$ cat src/rtl/ula_pkg.sv
// Shared constants for the ula sequencer: command opcodes, ALU selector
// codes and FSM state encoding. MUL_LOOP exists only when ULA_SEQ_MUL_EN
// is defined.
package ula_pkg;

  // Command opcodes
  localparam logic [2:0] OP_ADD  = 3'b000;
  localparam logic [2:0] OP_SUB  = 3'b001;
  localparam logic [2:0] OP_SHR  = 3'b010;
  localparam logic [2:0] OP_SHL  = 3'b011;
  localparam logic [2:0] OP_LOAD = 3'b100;
  localparam logic [2:0] OP_MUL  = 3'b101;
  localparam logic [2:0] OP_CLR  = 3'b110;
  localparam logic [2:0] OP_NOP  = 3'b111;

  // ula selector codes
  localparam logic [2:0] SEL_ADD = 3'b000;
  localparam logic [2:0] SEL_SUB = 3'b001;
  localparam logic [2:0] SEL_SHR = 3'b010;
  localparam logic [2:0] SEL_SHL = 3'b011;

  // FSM state type and encodings
  typedef logic [1:0] estado_t;
  localparam estado_t OCIOSO   = 2'd0;
  localparam estado_t EXEC     = 2'd1;
`ifdef ULA_SEQ_MUL_EN
  localparam estado_t MUL_LOOP = 2'd2;
`endif

endpackage

$ cat src/rtl/ula_sequenciador.sv
// Accumulator sequencer in front of the external 4-bit ula ALU.
// Accepts one command per valid/ready handshake, executes it through the
// shared ALU and pulses res_valid when acc/flags are written back.
// Optional feature: define ULA_SEQ_MUL_EN to enable the repeated-add MUL
// opcode; otherwise opcode 101 behaves exactly like NOP.
module ula_sequenciador
  import ula_pkg::*;
(
  input  logic       clk,
  input  logic       rst_n,
  input  logic       cmd_valid,
  output logic       cmd_ready,
  input  logic [2:0] cmd_op,
  input  logic [3:0] cmd_dado,
  output logic [3:0] ula_a,
  output logic [3:0] ula_b,
  output logic [2:0] ula_sel,
  input  logic [4:0] ula_s,
  input  logic       ula_cout,
  output logic [3:0] acc,
  output logic       flag_c,
  output logic       flag_z,
  output logic       res_valid
);

  estado_t    r_estado;
  logic [2:0] r_op;
  logic [3:0] r_dado;
  logic [3:0] r_acc;
  logic       r_c;
  logic       r_z;
  logic       r_res_valid;

`ifdef ULA_SEQ_MUL_EN
  logic [3:0] r_cnt;
  logic [3:0] r_prod;
  logic [3:0] r_mcand;
  logic       r_c_acc;
  logic       w_inicia_mul;
`endif

  logic [3:0] w_acc_novo;
  logic       w_c_novo;
  logic       w_atualiza;   // write acc, C and Z this cycle
  logic       w_fim;        // operation completes this cycle -> res_valid next
  logic       w_unused_s4;

  // The carry comes from ula_cout; bit 4 of the sum is intentionally ignored.
  assign w_unused_s4 = ula_s[4];

  assign cmd_ready = (r_estado == OCIOSO);
  assign acc       = r_acc;
  assign flag_c    = r_c;
  assign flag_z    = r_z;
  assign res_valid = r_res_valid;

  // ALU operand steering: idle holds a=acc, b=0, sel=add so no stale operands reach the ALU
  always_comb begin
    ula_a   = r_acc;
    ula_b   = 4'd0;
    ula_sel = SEL_ADD;
    case (r_estado)
      EXEC: begin
        case (r_op)
          OP_ADD: begin
            ula_b   = r_dado;
            ula_sel = SEL_ADD;
          end
          OP_SUB: begin
            ula_b   = r_dado;
            ula_sel = SEL_SUB;
          end
          OP_SHR: begin
            ula_b   = r_acc;
            ula_sel = SEL_SHR;
          end
          OP_SHL: begin
            ula_b   = r_acc;
            ula_sel = SEL_SHL;
          end
          default: ;
        endcase
      end
`ifdef ULA_SEQ_MUL_EN
      MUL_LOOP: begin
        ula_a   = r_prod;
        ula_b   = r_mcand;
        ula_sel = SEL_ADD;
      end
`endif
      default: ;
    endcase
  end

  // Writeback decode: next acc/C and whether this cycle completes an operation
  always_comb begin
    w_acc_novo   = r_acc;
    w_c_novo     = r_c;
    w_atualiza   = 1'b0;
    w_fim        = 1'b0;
`ifdef ULA_SEQ_MUL_EN
    w_inicia_mul = 1'b0;
`endif
    case (r_estado)
      EXEC: begin
        w_fim = 1'b1;
        case (r_op)
          OP_ADD, OP_SUB, OP_SHL: begin
            w_acc_novo = ula_s[3:0];
            w_c_novo   = ula_cout;
            w_atualiza = 1'b1;
          end
          OP_SHR: begin
            // shifted-out bit is taken directly from the accumulator
            w_acc_novo = ula_s[3:0];
            w_c_novo   = r_acc[0];
            w_atualiza = 1'b1;
          end
          OP_LOAD: begin
            w_acc_novo = r_dado;
            w_c_novo   = 1'b0;
            w_atualiza = 1'b1;
          end
          OP_CLR: begin
            w_acc_novo = 4'd0;
            w_c_novo   = 1'b0;
            w_atualiza = 1'b1;
          end
`ifdef ULA_SEQ_MUL_EN
          OP_MUL: begin
            if (r_dado == 4'd0) begin
              w_acc_novo = 4'd0;
              w_c_novo   = 1'b0;
              w_atualiza = 1'b1;
            end else begin
              w_fim        = 1'b0;
              w_inicia_mul = 1'b1;
            end
          end
          OP_NOP: ;
`else
          OP_MUL, OP_NOP: ;
`endif
          default: ;
        endcase
      end
`ifdef ULA_SEQ_MUL_EN
      MUL_LOOP: begin
        if (r_cnt == 4'd1) begin
          w_acc_novo = ula_s[3:0];
          w_c_novo   = r_c_acc | ula_cout;
          w_atualiza = 1'b1;
          w_fim      = 1'b1;
        end
      end
`endif
      default: ;
    endcase
  end

  // FSM, command latch and accumulator/flag registers
  always_ff @(posedge clk) begin
    if (!rst_n) begin
      r_estado    <= OCIOSO;
      r_acc       <= 4'd0;
      r_c         <= 1'b0;
      r_z         <= 1'b1;
      r_res_valid <= 1'b0;
    end else begin
      r_res_valid <= w_fim;
      case (r_estado)
        OCIOSO: begin
          if (cmd_valid) begin
            r_op     <= cmd_op;
            r_dado   <= cmd_dado;
            r_estado <= EXEC;
          end
        end
        EXEC: begin
`ifdef ULA_SEQ_MUL_EN
          r_estado <= w_inicia_mul ? MUL_LOOP : OCIOSO;
`else
          r_estado <= OCIOSO;
`endif
        end
`ifdef ULA_SEQ_MUL_EN
        MUL_LOOP: begin
          if (r_cnt == 4'd1) r_estado <= OCIOSO;
        end
`endif
        default: r_estado <= OCIOSO;
      endcase
      if (w_atualiza) begin
        r_acc <= w_acc_novo;
        r_c   <= w_c_novo;
        r_z   <= (w_acc_novo == 4'd0);
      end
    end
  end

`ifdef ULA_SEQ_MUL_EN
  // Repeated-add multiply datapath: prod accumulates mcand, cnt times
  always_ff @(posedge clk) begin
    if (!rst_n) begin
      r_cnt   <= 4'd0;
      r_prod  <= 4'd0;
      r_mcand <= 4'd0;
      r_c_acc <= 1'b0;
    end else if (w_inicia_mul) begin
      r_prod  <= 4'd0;
      r_mcand <= r_acc;
      r_cnt   <= r_dado;
      r_c_acc <= 1'b0;
    end else if (r_estado == MUL_LOOP) begin
      r_prod  <= ula_s[3:0];
      r_c_acc <= r_c_acc | ula_cout;
      r_cnt   <= r_cnt - 4'd1;
    end
  end
`endif

endmodule

$ cat config.mk
export PLATFORM = sky130hd
export DESIGN_NAME = ula_sequenciador
export DESIGN_NICKNAME = d
export VERILOG_FILES = /design/src/rtl/ula_pkg.sv /design/src/rtl/ula_sequenciador.sv
export SDC_FILE = /design/constraint.sdc
export NUM_CORES = 1
export LEC_CHECK = 0
export ABC_CLOCK_PERIOD_IN_PS = 1520
export CORE_ASPECT_RATIO = 0.9
export CORE_MARGIN = 4
export CORE_UTILIZATION = 28
export CTS_BUF_LIST = sky130_fd_sc_hd__clkbuf_2 sky130_fd_sc_hd__clkbuf_4 sky130_fd_sc_hd__clkbuf_8
export DETAILED_ROUTE_END_ITERATION = 12
export DONT_BUFFER_PORTS = 1
export HOLD_SLACK_MARGIN = 0.1
export PLACE_DENSITY = 0.38
export SLEW_MARGIN = 20
export SYNTH_ARGS = -nofsm -noshare
export SYNTH_HDL_FRONTEND = slang
export SYNTH_SLANG_ARGS = --single-unit
$ cat constraint.sdc
create_clock -name clk -period 1.52 [get_ports clk]
set_input_delay 0.228 -clock clk [delete_from_list [all_inputs] [get_ports clk]]
set_output_delay 0.228 -clock clk [all_outputs]
set_load 0.05 [all_outputs]
---- After elaboration in Yosys (flattened, before gate mapping) ----
Cells that the tools add are included.
word-level totals
  flip-flop bits (word level) ............. 15
cells by class
  reductions and logical operators ........ 13
  multiplexer cells ....................... 10
  eq/ne operators ......................... 5
operators with widths
  kind                  count
  $pmux W4 S3           1
  $mux W4               2
  $pmux W4 S2           1
  $eq A3 B2 Y1 const B  2
  $eq A3 B3 Y1 const B  2
  $pmux W2 S3           1
  $reduce_and A3 Y1     2
  $reduce_or A2 Y1      3
  $reduce_or A6 Y1      1
  $logic_not A4 Y1      1
  $reduce_or A4 Y1      1
  $eq A3 B1 Y1 const B  1
  $logic_not A3 Y1      1
  $mux W1               3
  $pmux W1 S3           1
  $reduce_bool A3 Y1    1
  $reduce_or A3 Y1      1
  $logic_not A2 Y1      1
  $mux W2               1
  $reduce_and A2 Y1     1

---- Depth between registers and ports, before layout ----
Gate-level depths: netlist (run 1).
  depth after elaboration ................. 5
  gate-level depth with buffers ........... 5
  mapped depth without buffers ............ 4

---- Worst setup path before layout (run 1) ----
Ideal clock, no wire load.
  path type ............................... register to output
  from .................................... register r_acc[0], in the netlist acc[0]
  to ...................................... output ula_b[0]
  stages on the path, launching flop included .. 3
  buffers on the path ..................... 0
  path slack .............................. -0.181 ns
  arrival time ............................ 1.473 ns
  path through ............................ dfxtp_1 -> mux2i_1 -> nor2_1
on the way
  longest elaborated chain between the ends .. 2
RTL lines
  what                    RTL line                 source
  from (decl)             ula_sequenciador.sv:29   logic [3:0] r_acc;
  from (signal assigned)  ula_sequenciador.sv:194  r_acc <= w_acc_novo;
  $pmux W4 S2             ula_sequenciador.sv:64   case (r_op)
  $mux W4                 ula_sequenciador.sv:62   case (r_estado)
  to (decl)               ula_sequenciador.sv:16   output logic [3:0] ula_b,
Every way passes these cells.

---- Worst setup path in the final report (run 1) ----
  from .................................... register r_op[1]
  to ...................................... output ula_b[0]
on the way
  longest elaborated chain between the ends .. 4
RTL lines
  what                                  RTL line                 source
  from (decl)                           ula_sequenciador.sv:27   logic [2:0] r_op;
  from (signal assigned)                ula_sequenciador.sv:174  r_op <= cmd_op;
  $eq A3 B2 Y1 (tied with other cells)  ula_sequenciador.sv:64
  $reduce_or A2 Y1 (no line)            -
  $pmux W4 S2 *                         ula_sequenciador.sv:64
  $mux W4 *                             ula_sequenciador.sv:62
Mark *: on every way between the ends. The rest lies on a longest branch, timed or not.

==> run summary, run 1 <==
Start point of the worst min-delay path: ula_cout. The die covers 3460 µm². The capturing point of the worst reg2reg path is flag_z. For this design the top-level I/O count stands at 35. After detailed routing, the average wire length per cell comes to 14.5 µm.

For the deepest clock path buffer count, the log shows 2. The setup violation total in the final timing report was 3. For the reg-to-reg setup timing slack, the log shows 0.06 ns.

Counting the fill cells in the layout gives 256. The count of nets left with antenna violations once routing finished came out at 0. Setup repair after global routing could not meet its margin everywhere. STA classifies the critical path startpoint as a flip-flop. The run gives 0 as the max-capacitance violation count. TritonCTS built the clock tree. The ratio of cells with drive above 1 in the final layout came out at 0.429. For the DRC violation count after routing, the log shows 0. The critical path goes through buf_6 -> mux2i_2 -> nor2_2 -> buf_12. In the routed layout, each cell is associated on average with a via count of 4.87. Port buffering added 0 buffers.

Summing all placed instances gives a cell area of 920 µm². Dividing total power by cell area gives a power density of 829 nW/µm². Instance count of the mapped netlist: 70.

The die span in y was 56.2 µm; the depth of the most critical reg-to-reg path was 6. The worst setup path is captured at a primary output. The kind of critical path is reg2out. The tools report the initial core utilization as 0.293. For this run, the detailed router's first-pass iteration total came to 4. The number of nets in the synthesized netlist was 86; the highest clock frequency the design can meet was 647 MHz. The worst hold path was traced through 2 stages. In this design, the stage delay of the slowest critical-path cell is 0.44 ns.

The path with the worst hold slack has its endpoint at flag_c. Among all flip-flop cells after synthesis, the most frequent one is sky130_fd_sc_hd__dfxtp_1. For the worst setup path, the data arrival time is 1.32 ns. The floorplan step set the die width to 61.5 µm. The number of endpoints with negative hold slack in the final report came out at 0. For the number of antenna diodes, the log shows 0. The design draws 0.000913 W. The critical-path maximum fanout works out to 5. The tools report the setup slack after layout as -0.0245 ns. For this block, the initial DRC count from the detailed router was 23. The area of the mapped netlist is 722 µm². The run gives 0.549 mV as the worst voltage drop across the vdd grid.

The run gives 1.36 mm as the half-perimeter wire length of the detailed placement result. The flow ran to the end, but the final reports show violations. The number of pins exceeding their max-slew limit in the final report was 0; the sink count of the clock tree was 15.

Maximum number of pins on one net before global-route repair: 10. The final reports fail on setup timing. On the final layout, the worst clock skew is 0.00258 ns. TritonCTS created 3 clock buffers. Register bit total from synthesis: 15.

The logs give 1100 µm² for the area of all placed cells without fillers and 1 for the level count of the clock H-tree. At the end of routability-driven placement, the weighted congestion stood at 0.762. The logs give 115 for the net count reported at finish and 0.439 nW for the cell leakage power.

The synthesized area per cell was 10.3 µm²; the sequential-to-total area share from yosys stat was 0.513. Data on the critical path is required at its endpoint by 1.29 ns. The ratio of final minimum period to clock period was 1.02. For the overall track demand over capacity in global routing, the log shows 0.115. At the later pin of the worst-skew pair, clock insertion delay measures 0.28 ns. The shortest clock period the worst path allows after layout came out at 1.54 ns. Via total after detailed routing: 614.

The cell with the largest stage delay on the worst path was sky130_fd_sc_hd__edfxtp_1. The via count of the first global-routing pass was 627. The path class of the tightest hold or removal check is in2reg.

The CTS root buffer was sky130_fd_sc_hd__clkbuf_4. The global-route congestion overflow total was 0; the clock-pin slew of the registers on the worst-case setup and hold paths was 0.09 ns. The first global-routing pass estimated 2.92 mm of wire. For the core outline area, the log shows 2470 µm².

Setup total negative slack on the finished layout was measured at -0.0291 ns. For the total number of placement rows, the log shows 17. The final standard cell utilization of the core is 0.446, and the proportion of synthesized flip-flops having asynchronous set or reset is 0.

In this run, synthesis inferred 7 flip-flops with an integrated enable. Relative to the synthesized area, the layout overhead comes to 52.5%. For this run, the number of Yosys warnings is 0. The number of antenna violations at the first check in global routing came out at 0. In this run, distinct cell masters in the synthesized netlist total 23.

The run gives 1.83 mm as the total routed wirelength. The beginning of the worst register-to-register path is r_op[2].
-- cells in the mapped netlist, types with 3 or more instances --
library cell               instances  area (µm²)
sky130_fd_sc_hd__a21oi_1           6        30.0
sky130_fd_sc_hd__and2_1            3        18.8
sky130_fd_sc_hd__edfxtp_1          7         210
sky130_fd_sc_hd__nand3_1           3        15.0
sky130_fd_sc_hd__o21ai_0           3        15.0
sky130_fd_sc_hd__mux2i_1           3        30.0
sky130_fd_sc_hd__nor2_1            6        22.5
sky130_fd_sc_hd__buf_4             7        52.6
sky130_fd_sc_hd__and3_1            4        25.0
sky130_fd_sc_hd__inv_1             3        11.3
sky130_fd_sc_hd__dfxtp_1           8         160
sky130_fd_sc_hd__nand2_1           3        11.3
-- worst max-delay path: cells and delay by family, from the launching register on --
kind / cells / cell delay [ns]
and+or+nand+nor: 1 / 0.13
DFF: 1 / 0.44
buffers and inverters: 2 / 0.31
muxes: 1 / 0.15
-- through the flow --
step / std cells / setup slack, ns / hold slack, ns
2_1_floorplan: 70 / 0.0179 / 0.306
3_3_place_gp: 108 / 0.0929 / 0.311
3_5_place_dp: 108 / 0.0871 / 0.313
4_1_cts: 124 / -0.00872 / 0.151
5_1_grt: 126 / -0.0969 / 0.148
6_report: 126 / -0.0245 / 0.160
-- state kept, by name (all words and copies together), names as in the netlist --
name	count
acc	4
r_estado	1
res_valid	1
flag_c	1
r_op	3
flag_z	1
r_dado	4
-- metal layers --
metal  vias to the layer above  wire [µm]  GRT usage
met3                         2        195     0.0441
met5                         -          0          0
li1                        297          -          -
met4                         0         15     0.0455
met2                        29        922      0.184
met1                       286        693      0.135
-- worst max path at each step --
stage                  from  endpoint  slack, ns  depth (start not counted)
floorplan            acc[0]  ula_b[0]       0.02                          2
global placement    r_op[1]    flag_z       0.09                          4
detailed placement  r_op[1]    flag_z       0.09                          4
CTS                 r_op[1]  ula_b[0]     -0.009                          4
global route        r_op[1]  ula_b[1]       -0.1                          4
finish              r_op[1]  ula_b[0]      -0.02                          4
-- placed cells by master, fill, tap and decap left out, drive strengths merged --
master / synthesis / final
o21ai: 3 / 3
nor2b: 2 / 2
and3: 4 / 4
nor2: 7 / 7
nand2: 3 / 3
o22ai: 2 / 2
nand2b: 2 / 2
conb: 1 / 1
buf: 8 / 23
o311ai: 1 / 1
and2: 3 / 3
mux2i: 3 / 3
dlygate4sd3: 0 / 9
a21boi: 1 / 1
nand3: 3 / 3
clkinv: 0 / 1
edfxtp: 7 / 7
clkbuf: 0 / 3
a21oi: 6 / 6
a31oi: 3 / 3
inv: 3 / 3
dfxtp: 8 / 8
-- report_power, final --
group          switching, W  internal, W
registers         0.0000199     0.000444
logic              0.000135    0.0000829
clock network      0.000134    0.0000976
total              0.000288     0.000625
-- layout make-up --
class	count	area, µm²	share of cell area
sequential	15	372	0.337
tap	28	35.0	0.0318
clock buffer	3	22.5	0.0205
inverter	3	11.3	0.0102
timing repair buffer	32	345	0.314
clock inverter	1	5.00	0.00455
multi-input combinational	44	310	0.282
-- cell families (layout without fill, tap and decap cells) --
group / count (synthesis) / count (layout) / synth area share
mux: 3 / 3 / 0.0416
buf+inv: 11 / 39 / 0.0953
compound gates: 16 / 16 / 0.173
flops: 15 / 15 / 0.513
simple gates: 24 / 24 / 0.172
other cells: 1 / 1 / 0.00519
-- timing repair --
item                       4_1_cts  5_1_grt
setup buffers                    3        2
setup endpoints to repair        6        7
resized for setup                4        5
hold buffers                     9        0
hold endpoints to repair        15        0
cloned                           0        0
pin swaps                        0        1
(Power assumes the default switching activity.)
==> run 2: changes to the inputs <==
Settings changed: CAP_MARGIN set to 25.
==> results of run 2 <==
The final DEF is identical to that of run 1; final timing and power are the same.
